$ cat src/rtl/seg_msg_buffer.sv
// Serially loaded segment-pattern buffer that replays its message over valid/ready.
// Build option: define SEG_MSG_LOOP_EN to repeat the message instead of stopping in DONE.
module seg_msg_buffer #(
  parameter int          DEPTH = 16,
  parameter logic [7:0]  BLANK = 8'hFF
) (
  input  logic                     clk,
  input  logic                     reset,
  input  logic                     ser_clk,
  input  logic                     ser_data,
  input  logic                     ser_latch,
  output logic [7:0]               out_pat,
  output logic                     out_valid,
  input  logic                     out_ready,
  output logic [$clog2(DEPTH):0]   msg_len,
  output logic                     overflow,
  output logic                     playing
);

  localparam int AW = $clog2(DEPTH);
  localparam int LW = AW + 1;

  typedef enum logic [1:0] {LOAD, PLAY, DONE} state_t;

  state_t          state;
  logic [2:0]      clk_sync;
  logic [2:0]      latch_sync;
  logic [1:0]      data_sync;
  logic [6:0]      shift_reg;
  logic [2:0]      bit_cnt;
  logic [AW-1:0]   wptr;
  logic [AW-1:0]   rptr;
  logic [7:0]      mem [DEPTH];

  logic            clk_pulse;
  logic            latch_pulse;
  logic            data_bit;
  logic            clr_load;
  logic [LW-1:0]   base_len;
  logic [LW-1:0]   len_after;
  logic [AW-1:0]   base_wptr;
  logic [2:0]      base_cnt;
  logic [7:0]      shift_next;
  logic            byte_done;
  logic            full;
  logic            wr_en;
  logic            start_play;
  logic            accept;
  logic            at_last;
  logic [AW-1:0]   rptr_inc;
  logic [AW-1:0]   rd_idx;
  logic [7:0]      rd_byte;

  always_ff @(posedge clk) begin
    if (reset) begin
      clk_sync   <= '0;
      latch_sync <= '0;
      data_sync  <= '0;
    end else begin
      clk_sync   <= {clk_sync[1:0], ser_clk};
      latch_sync <= {latch_sync[1:0], ser_latch};
      data_sync  <= {data_sync[0], ser_data};
    end
  end

  assign clk_pulse   = clk_sync[1] & ~clk_sync[2];
  assign latch_pulse = latch_sync[1] & ~latch_sync[2];
  assign data_bit    = data_sync[1];

  // A ser_clk edge outside LOAD starts a fresh message before its bit is shifted in.
  always_comb begin
    clr_load   = clk_pulse && (state != LOAD);
    base_len   = clr_load ? '0 : msg_len;
    base_wptr  = clr_load ? '0 : wptr;
    base_cnt   = clr_load ? '0 : bit_cnt;
    shift_next = {shift_reg, data_bit};
    byte_done  = clk_pulse && (base_cnt == 3'd7);
    full       = (base_len == LW'(DEPTH));
    wr_en      = byte_done && !full;
    len_after  = base_len + LW'(wr_en);
    start_play = latch_pulse && (len_after != '0);
    accept     = (state == PLAY) && out_valid && out_ready;
    at_last    = ({1'b0, rptr} == (msg_len - LW'(1)));
    rptr_inc   = at_last ? '0 : rptr + AW'(1);
    rd_idx     = start_play ? '0 : rptr_inc;
    // Bypass so a byte completed in the same cycle as the latch is seen immediately.
    rd_byte    = (wr_en && (base_wptr == rd_idx)) ? shift_next : mem[rd_idx];
  end

  always_ff @(posedge clk) begin
    if (wr_en) mem[base_wptr] <= shift_next;
  end

  always_ff @(posedge clk) begin
    if (reset) begin
      state     <= LOAD;
      rptr      <= '0;
      wptr      <= '0;
      msg_len   <= '0;
      bit_cnt   <= '0;
      shift_reg <= '0;
      overflow  <= 1'b0;
      out_pat   <= BLANK;
      out_valid <= 1'b0;
      playing   <= 1'b0;
    end else begin
      msg_len  <= len_after;
      wptr     <= base_wptr + AW'(wr_en);
      overflow <= (overflow && !clr_load) || (byte_done && full);
      bit_cnt  <= latch_pulse ? 3'd0 : base_cnt + 3'(clk_pulse);
      if (clk_pulse) shift_reg <= shift_next[6:0];

      if (start_play) begin
        state     <= PLAY;
        rptr      <= '0;
        out_pat   <= rd_byte;
        out_valid <= 1'b1;
        playing   <= 1'b1;
      end else if (clr_load) begin
        state     <= LOAD;
        out_pat   <= BLANK;
        out_valid <= 1'b0;
        playing   <= 1'b0;
      end else if (accept) begin
`ifdef SEG_MSG_LOOP_EN
        rptr    <= rptr_inc;
        out_pat <= rd_byte;
`else
        if (at_last) begin
          state     <= DONE;
          out_pat   <= BLANK;
          out_valid <= 1'b0;
          playing   <= 1'b0;
        end else begin
          rptr    <= rptr_inc;
          out_pat <= rd_byte;
        end
`endif
      end
    end
  end

endmodule

$ cat config.mk
export PLATFORM = sky130hd
export DESIGN_NAME = seg_msg_buffer
export DESIGN_NICKNAME = d
export VERILOG_FILES = /design/src/rtl/seg_msg_buffer.sv
export SDC_FILE = /design/constraint.sdc
export NUM_CORES = 1
export LEC_CHECK = 0
export ABC_AREA = 1
export CORE_AREA = 2 2 123 125
export CTS_BUF_LIST = sky130_fd_sc_hd__clkbuf_4
export DETAILED_ROUTE_END_ITERATION = 16
export DIE_AREA = 0 0 125 127
export GPL_TIMING_DRIVEN = 0
export PLACE_DENSITY = 0.79
export SLEW_MARGIN = 25
export SYNTH_ARGS = -nofsm -noshare
export SYNTH_HDL_FRONTEND = slang
export SYNTH_SLANG_ARGS = --single-unit
$ cat constraint.sdc
create_clock -name clk -period 9.13 [get_ports clk]
set_input_delay 1.826 -clock clk [delete_from_list [all_inputs] [get_ports clk]]
set_output_delay 1.826 -clock clk [all_outputs]
set_load 0.05 [all_outputs]
==> results_dict.tcl <==
set metrics [dict create \
    status "complete, no violations" \
    final.setup.tns_ns 0 \
    syn2layout_area_growth_pct 9.25 \
    worstSetupPathType "flop to flop" \
    cap_violations 0 \
    antenna_found_initial 0 \
    setup_viol 0 \
    drive_gt1_share_pct 8.71 \
    pwr_density_cell_nw_per_um2 152 \
    cts_resized 0 \
    place_ws_ns 4.86 \
    crit_slowest_cell "dfxtp_1" \
    min_period_ns 4.38 \
    cts_tree "done" \
    cts_hold_buf 0 \
    vias 6056 \
    regArea_um2 4680 \
    io_buffers 20 \
    arrival_ns 4.88 \
    ys_seq_area_share_pct 59.3 \
    clk_pin_slew_ns 0.13 \
    grt_pass1_vias 5662 \
    dieArea_um2 15900 \
    final.period_utilization_pct 48.0 \
    largest_register_ff_count 128 \
    io_pins 22 \
    use_met1_pct 32.7 \
    min_path_type "flop to flop" \
    synth_area_um2 7900 \
    grt_usage_pct 24.3 \
    start_util_pct 54.7 \
    vias_per_cell 5.49 \
    cts.sinks 170 \
    ys_ff_latch 170 \
    grt_max_degree 20 \
    netlist_instances 867 \
    max_freq_ghz 0.228 \
    htreeDepth 4 \
    synth_area_per_cell_um2 9.11 \
    hold_viol 0 \
    grt-busiest-layer "met2" \
    antenna_left 0 \
    antenna_cells 0 \
    core-area_um2 14400 \
    report.final.slew_viol_count 0 \
    fillCellCount 1230 \
    die_y_um 127 \
    crit_fanout 10 \
    dp.cells 1071 \
    ys_warn_count 0 \
    finalPower_mw 1.31 \
    grt_pass1_wl_um 29500 \
    routedWlPerCell_um 16.9 \
    multi_input_area_um2 2460 \
    endpoint_kind "flop" \
    clockBufferDepth 2 \
    synth_cell_type_count 35 \
    p_leak_nw 3.79 \
    cts_setup_buffers 0 \
    first_iter_violations 793 \
    post-route-drc-count 0 \
    grt_overflow 0 \
    row_count 44 \
    numCtsBuffers 17 \
    layout.cells.non_filler 1103 \
    cp_common_cell "nand2_1" \
    fin_util_pct 59.8 \
    clock_latency_ns 0.59 \
    nets 920 \
    max_slew.worst_pin.slew_ns 0.869 \
    required_ns 9.63 \
    hpwlAfterDp_um 12700 \
    rsz0062_at_grt "no" \
    gp_congestion 1.00 \
    cp-start-kind "flop" \
    max_slew_margin_pct 42.0 \
    skew_ns 0.0122 \
    first_pass_iters 6 \
    syn_nets 881 \
    slowest_delay_ns 0.35 \
    cts_root_buffer "clkbuf_4" \
    layout_setup_ws_ns 4.75 \
    grtUsageMet3_pct 5.99 \
    drt-total-wl_um 18600 \
    fp.dieW_um 125 \
    irDropWorstVdd_v 0.000131 \
    gr-usage-met2_pct 37.7 \
]
cells by family after synthesis:
| logic type | after synthesis | share of synthesized area (%) |
|---|---|---|
| DFF | 170 | 59.3 |
| and+or+nand+nor | 466 | 26.7 |
| adders and majority gates | 8 | 1.27 |
| xor gates and xnor gates | 7 | 0.776 |
| AOI/OAI and AO/OA | 34 | 2.42 |
| buffers and inverters | 182 | 9.48 |
routing by layer:
| metal | vias up | share of wire, % |
|---|---|---|
| met4 | 0 | 3.6 |
| met1 | 2815 | 41 |
| met2 | 291 | 46 |
| met3 | 54 | 9.7 |
| met5 | - | 0 |
| li1 | 2896 | - |
cell usage after synthesis:
cell type / count / area, µm²
buf_4: 5 / 37.5
nand4_1: 3 / 18.8
nand2_1: 202 / 758
buf_1: 1 / 3.75
buf_6: 2 / 22.5
xnor2_1: 1 / 8.76
inv_1: 141 / 529
ha_1: 8 / 100
nand3b_1: 9 / 67.6
or2_2: 2 / 12.5
a21oi_2: 1 / 8.76
clkinv_4: 1 / 8.76
nand2_8: 1 / 20.0
edfxtp_1: 128 / 3840
nand2_2: 4 / 25.0
clkbuf_1: 8 / 30.0
a21oi_4: 1 / 16.3
buf_2: 21 / 105
a31o_2: 1 / 8.76
nand3_4: 2 / 35.0
a211oi_1: 1 / 7.51
a21oi_1: 9 / 45.0
nand2_4: 2 / 22.5
nor2_4: 2 / 22.5
nor4_1: 2 / 12.5
nor2_1: 65 / 244
nand3_2: 2 / 20.0
clkinv_1: 2 / 7.51
xor2_1: 6 / 52.6
o21ai_1: 1 / 5.00
inv_2: 1 / 3.75
dfxtp_1: 42 / 841
nand3_1: 169 / 846
o21ai_0: 20 / 100
nor2_2: 1 / 6.26
where the power goes:
part	internal, mW	switching [mW]	total (mW)
Sequential	0.831	0.0119	0.843
Clock	0.197	0.257	0.455
Combinational	0.00395	0.00709	0.0110
Total	1.03	0.276	1.31
critical path: cells and delay by family (launching register included):
| kind | cells | cell delay (ns) |
|---|---|---|
| flip-flops | 1 | 0.35 |
| buffers and inverters | 6 | 0.96 |
| adder cells (fa/ha/maj) | 2 | 0.55 |
| AND/OR/NAND/NOR | 19 | 2.41 |
final cells by class:
cell class / instances / area share, %
clock inverters: 12 / 1.74
flip-flops and latches: 170 / 54.3
clock buffers: 20 / 1.74
multi-input cells: 515 / 28.6
plain buffers: 37 / 2.31
inverters: 145 / 6.37
well taps: 184 / 2.67
repair buffers: 20 / 2.32
layout by cell type, fill, tap and decap left out, drive strengths merged, types with 10 or more instances in the layout:
cell           count
nand3            173
clkinv            10
a21oi             11
dfxtp             42
edfxtp           128
buf               29
nand2            209
clkdlybuf4s50     20
o21ai             21
inv              142
nor2              68
clkbuf            28
final timing paths:
kind | slack, ns | end | start | depth (start not counted)
hold reg to reg | 0.41 | clk_sync[1] | clk_sync[0] | 2
setup / recovery | 4.75 | out_pat[2] | clk_sync[1] | 27
setup reg to reg | 4.75 | out_pat[2] | clk_sync[1] | 27
hold / removal | 0.41 | clk_sync[1] | clk_sync[0] | 2
metrics by stage:
step | hold WS, ns | cell area [µm²]
after floorplan | 0.388 | 7900
after global placement | 0.390 | 8330
after detailed placement | 0.396 | 8330
after CTS | 0.414 | 8630
after global routing | 0.432 | 8630
final | 0.411 | 8630
Power figures use the tool's default switching activity.
